[src/rtl/pipeline_flow_ctrl.sv]
// Per-cycle flow sequencer for the pipelined RV32I core: PC / IF-ID / ID-EX
// write and flush control, halt drain/park FSM and saturating perf counters.
module pipeline_flow_ctrl #(
  parameter int WIDTH        = 9,
  parameter int CNT_W        = 32,
  parameter int DRAIN_CYCLES = 3
) (
  input  logic             clk,
  input  logic             reset,
  input  logic             ex_valid_i,
  input  logic             pc_sel_i,
  input  logic [31:0]      branch_pc_i,
  input  logic             halt_i,
  input  logic             idex_mem_read_i,
  input  logic [4:0]       idex_rd_i,
  input  logic [4:0]       ifid_rs1_i,
  input  logic [4:0]       ifid_rs2_i,
  output logic             pc_write,
  output logic             pc_load,
  output logic [WIDTH-1:0] pc_target,
  output logic             ifid_write,
  output logic             ifid_flush,
  output logic             idex_flush,
  output logic             halted,
  output logic             misalign_err,
  output logic [CNT_W-1:0] redirect_count,
  output logic [CNT_W-1:0] stall_count
);

  typedef enum logic [1:0] {
    ST_RUN,
    ST_DRAIN,
    ST_HALTED
  } state_t;

  localparam int DCW = (DRAIN_CYCLES > 4) ? $clog2(DRAIN_CYCLES) : 2;
  localparam logic [DCW-1:0] DRAIN_LOAD = DCW'(DRAIN_CYCLES - 1);

  state_t           r_state;
  state_t           w_state_nxt;
  logic [DCW-1:0]   r_drain_cnt;
  logic [DCW-1:0]   w_drain_nxt;
  logic             r_halted;
  logic             r_misalign;
  logic [CNT_W-1:0] r_redirect_count;
  logic [CNT_W-1:0] r_stall_count;

  logic w_halt_req;
  logic w_redirect_req;
  logic w_load_use;
  logic w_take_redirect;
  logic w_take_stall;
  logic w_unused_bp_hi;

  // Upper target bits are architecturally meaningless for the narrow PC.
  assign w_unused_bp_hi = &{1'b0, branch_pc_i[31:WIDTH]};

  assign w_halt_req     = ex_valid_i & halt_i;
  assign w_redirect_req = ex_valid_i & pc_sel_i & ~halt_i;
  assign w_load_use     = idex_mem_read_i & (idex_rd_i != 5'd0) &
                          ((idex_rd_i == ifid_rs1_i) | (idex_rd_i == ifid_rs2_i));

  always_comb begin
    w_state_nxt     = r_state;
    w_drain_nxt     = r_drain_cnt;
    w_take_redirect = 1'b0;
    w_take_stall    = 1'b0;
    pc_write        = 1'b0;
    pc_load         = 1'b0;
    pc_target       = '0;
    ifid_write      = 1'b0;
    ifid_flush      = 1'b1;
    idex_flush      = 1'b1;

    if (reset) begin
      w_state_nxt = ST_RUN;
      w_drain_nxt = '0;
    end else begin
      unique case (r_state)
        ST_RUN: begin
          if (w_halt_req) begin
            // Halt target (0xFFFFFFFF) is deliberately never loaded.
            w_state_nxt = ST_DRAIN;
            w_drain_nxt = DRAIN_LOAD;
          end else if (w_redirect_req) begin
            w_take_redirect = 1'b1;
            pc_write        = 1'b1;
            pc_load         = 1'b1;
            pc_target       = branch_pc_i[WIDTH-1:0];
            ifid_write      = 1'b1;
          end else if (w_load_use) begin
            w_take_stall = 1'b1;
            ifid_flush   = 1'b0;
          end else begin
            pc_write   = 1'b1;
            ifid_write = 1'b1;
            ifid_flush = 1'b0;
            idex_flush = 1'b0;
          end
        end
        ST_DRAIN: begin
          if (r_drain_cnt == '0) begin
            w_state_nxt = ST_HALTED;
          end else begin
            w_drain_nxt = r_drain_cnt - DCW'(1);
          end
        end
        ST_HALTED: begin
          w_state_nxt = ST_HALTED;
        end
        default: begin
          w_state_nxt = ST_RUN;
        end
      endcase
    end
  end

  always_ff @(posedge clk) begin
    if (reset) begin
      r_state          <= ST_RUN;
      r_drain_cnt      <= '0;
      r_halted         <= 1'b0;
      r_misalign       <= 1'b0;
      r_redirect_count <= '0;
      r_stall_count    <= '0;
    end else begin
      r_state     <= w_state_nxt;
      r_drain_cnt <= w_drain_nxt;
      if (w_state_nxt == ST_HALTED) begin
        r_halted <= 1'b1;
      end
      if (w_take_redirect) begin
        if (branch_pc_i[1:0] != 2'b00) begin
          r_misalign <= 1'b1;
        end
        if (r_redirect_count != '1) begin
          r_redirect_count <= r_redirect_count + CNT_W'(1);
        end
      end
      if (w_take_stall && (r_stall_count != '1)) begin
        r_stall_count <= r_stall_count + CNT_W'(1);
      end
    end
  end

  assign halted         = r_halted;
  assign misalign_err   = r_misalign;
  assign redirect_count = r_redirect_count;
  assign stall_count    = r_stall_count;

endmodule
[config.mk]
export PLATFORM = sky130hd
export DESIGN_NAME = pipeline_flow_ctrl
export DESIGN_NICKNAME = d
export VERILOG_FILES = /design/src/rtl/pipeline_flow_ctrl.sv
export SDC_FILE = /design/constraint.sdc
export NUM_CORES = 1
export LEC_CHECK = 0
export ABC_AREA = 0
export CORE_ASPECT_RATIO = 0.6
export CORE_UTILIZATION = 45
export DETAILED_ROUTE_END_ITERATION = 7
export GPL_TIMING_DRIVEN = 0
export PLACE_DENSITY = 0.85
export SYNTH_ARGS = -nofsm -noshare
export SYNTH_HDL_FRONTEND = slang
export SYNTH_SLANG_ARGS = --single-unit
export TNS_END_PERCENT = 1
[constraint.sdc]
create_clock -name clk -period 3.44 [get_ports clk]
set_input_delay 0.516 -clock clk [delete_from_list [all_inputs] [get_ports clk]]
set_output_delay 0.516 -clock clk [all_outputs]
set_load 0.05 [all_outputs]
==> impl_results.md <==
* Maximum clock frequency at ~310 MHz
* Syn_area_per_cell at about 8.3 um^2
* Grt total ovfl at 0
* Sequential share of power at 40.7%
* Overall Power at 2.018 mW
* Share of the synthesized area in the top cell type at 38.26%
* Final worst-path cycle share at 95.09%
* CP required at 2920 ps
* Worst path cell trace: clkdlybuf4s50_1 > or3_4 > nor2_1 > and2_1 > clkdlybuf4s50_1
* Area of the core at 7883 um^2
* Die W at 118.5 um
* Netlist cell types at 50
* Int Power at 1.582 mW
* Num Clock Sinks at 70
* Worst path most repeated cell: clkdlybuf4s50_1
* Worst-Margin Slew at 1090 ps
* Ys flop type: dfxtp_1
* Sw frac at 21.60%
* Rel. slew slack at 26.68%
* Synthesized area at between 3000 and 4000 um^2
* Cell Pwr Density at 387.4 nW/um^2
* Max-Cap Viols at 0
* Worst Setup Start Kind: input port
* Outcome: completed
* P_leak at 1.769 nW
* Synth area leader: dfxtp_1
* CP max FO at 6
* Pin count of the biggest net entering global routing at 13
* Starting DRT DRC Count at 245
* Area contributors post-synth: dfxtp_1 (38%), xor2_1 (7.7%), nor2_1 (5.5%)
* # diodes at 0
* Gate power share at 7.3%
* Cells after synthesis at 441
* Total CTS buffers at 9
* CP Capture Type: output pin
* Starting density of the core at 46.46%
* Die Y at 71.88 um
* Setup Crit Path Kind: input port to output pin
* Share of cells above drive strength 1 at 7.067%
* Layout area overhead at 42.26%
* Die Footprint at around 8500 um^2
* Dpl cells at around 660
* Cell Rows at 25
* Ys Warns at 0
* Clock transition at path regs at around 50 ps
* WL/cell at 15.73 um
* VDD IR max at 0.2472 mV
* Port bufs at 109
* Clk buf depth at 2
* Asr flop ratio synth at 0%
* Root Buffer: clkbuf_16
* Seq cells post-synth at 70
* First-pass iteration count of the detailed router at 6
* HPWL Detailed at 7.863 mm
* Final WL at 10.61 mm
* Final Hold Viols at 0
* Final RePlAce weighted congestion at just over 0.8
* DRC violations left at 0
* Via count at 3870
* Critical path's slowest cell: clkdlybuf4s50_1
* RSZ-0062 raised after global routing: no
* Ports at 133
* Clock period minus worst slack at 3271 ps
* Final hold slack at 465.8 ps
* Finished Layout Cells at 674
* First-pass GRT wire length at around 17 mm
* Antenna violations before repair at 0
* Syn Nets at 497
* Number of global-route vias before repair at 3416
* Final antenna-violating net count at 0
* Clk pwr share at 52.1%
* EDFF count, synth at 0
* Slew Limit Fails at 0
* CTS tree: yes
* Setup violators final at 0
* Crit path arrival time at 2750 ps
* GRT Total Usage at 25.42%
* Total net switching power at 0.4359 mW
* Nets at 617
* Sequential area share after synthesis at 38.26%
* Worst min path class: flop to flop
* Layout Skew at 7.726 ps
* Worst-Skew Late Latency at between 300 and 400 ps
* DR vias/cell at around 5.7
* H-tree levels at 3
* Critical Path Max Stage Delay at 800 ps
state kept, by name (all words and copies together) (netlist names):
register and cells:
redirect_count 32, halted 1, stall_count 32, r_drain_cnt 2
misalign_err 1, r_state 2
placed cells by master, fill, tap and decap left out, drive strengths merged, types with 4 or more instances in the layout:
| cell type | count |
|---|---|
| nor2b | 6 |
| nand3b | 4 |
| buf | 7 |
| nor2 | 54 |
| o21ai | 19 |
| nor4 | 8 |
| or3 | 18 |
| and2 | 12 |
| clkdlybuf4s50 | 98 |
| or4 | 12 |
| dfxtp | 70 |
| and4 | 5 |
| clkbuf | 19 |
| dlygate4sd2 | 8 |
| o31ai | 10 |
| a21oi | 31 |
| mux2 | 5 |
| nand4 | 25 |
| xor2 | 32 |
| nand2 | 32 |
| and3 | 7 |
| nor3 | 9 |
| nand3 | 25 |
| xnor2 | 7 |
| inv | 9 |
cell families after synthesis:
kind of cell               Yosys count  synth area share, %
DFF                                 70                38.26
adders and majority gates            3                1.025
and+or+nand+nor                    228                35.39
xor gates and xnor gates            39                9.327
muxes                                6                1.811
buffers and inverters               24                2.767
AOI/OAI and AO/OA                   71                11.41
worst paths after layout:
path | from | endpoint | slack [ps] | cells past startpoint
worst max-delay path | reset | pc_target[0] | 170 | 5
worst min-delay path | r_drain_cnt[0] | r_drain_cnt[0] | 470 | 1
worst max register to register | stall_count[14] | stall_count[27] | 690 | 6
worst min register to register | r_drain_cnt[0] | r_drain_cnt[0] | 470 | 1
critical path, delay by kind of cell:
| family | cells | cell delay [ps] |
|---|---|---|
| buf+inv | 2 | 1260 |
| simple gates | 3 | 970 |
metal layers:
metal	GRT usage, %	share of wire [%]	vias to the layer above
li1	-	-	1846
met1	34.53	47	1838
met2	38.63	44	166
met3	6.847	7.4	20
met4	9.986	1.5	0
met5	0	0	-
area by class of cell:
cell class,count,area (um^2)
inverter,9,33.78
multi-input combinational,347,2160
clock buffer,9,225.2
tap,108,135.1
clock inverter,7,112.6
sequential,70,1401
timing repair buffer,109,1074
buffer,15,68.82
fill,637,2673
synthesized netlist by cell type, drive strengths merged (7+ instances only):
| library cell | instances |
|---|---|
| a21oi | 31 |
| and2 | 12 |
| and3 | 7 |
| clkbuf | 9 |
| dfxtp | 70 |
| inv | 9 |
| nand2 | 32 |
| nand3 | 25 |
| nand4 | 25 |
| nor2 | 54 |
| nor3 | 9 |
| nor4 | 8 |
| o21ai | 19 |
| o31ai | 10 |
| or3 | 18 |
| or4 | 12 |
| xnor2 | 7 |
| xor2 | 32 |
power groups by stage:
stage	combinational (mW)	sequential [mW]	clock [mW]
finish	0.146	0.821	1.05
global route	0.156	0.821	1.10
floorplan	0.0717	0.846	0
detailed placement	0.149	0.838	0
CTS	0.147	0.821	1.07
global placement	0.146	0.838	0
what timing repair did:
item	in CTS	in global routing
setup endpoints to repair	11	7
hold buffers	0	0
hold endpoints to repair	0	0
resized for setup	11	5
setup buffers	0	0
pin swaps	0	0
stage by stage:
stage	setup TNS (ps)	utilization (%)	worst slack (ps)	instance area, um^2
6_report	0	66.10	169.0	5210
5_1_grt	0	66.10	44.09	5210
4_1_cts	0	66.11	75.77	5211
3_5_place_dp	-1540	62.02	-206.2	4888
3_3_place_gp	-1081	62.02	-136.9	4888
2_1_floorplan	0	-	394.7	3662
Power figures use the tool's default switching activity.
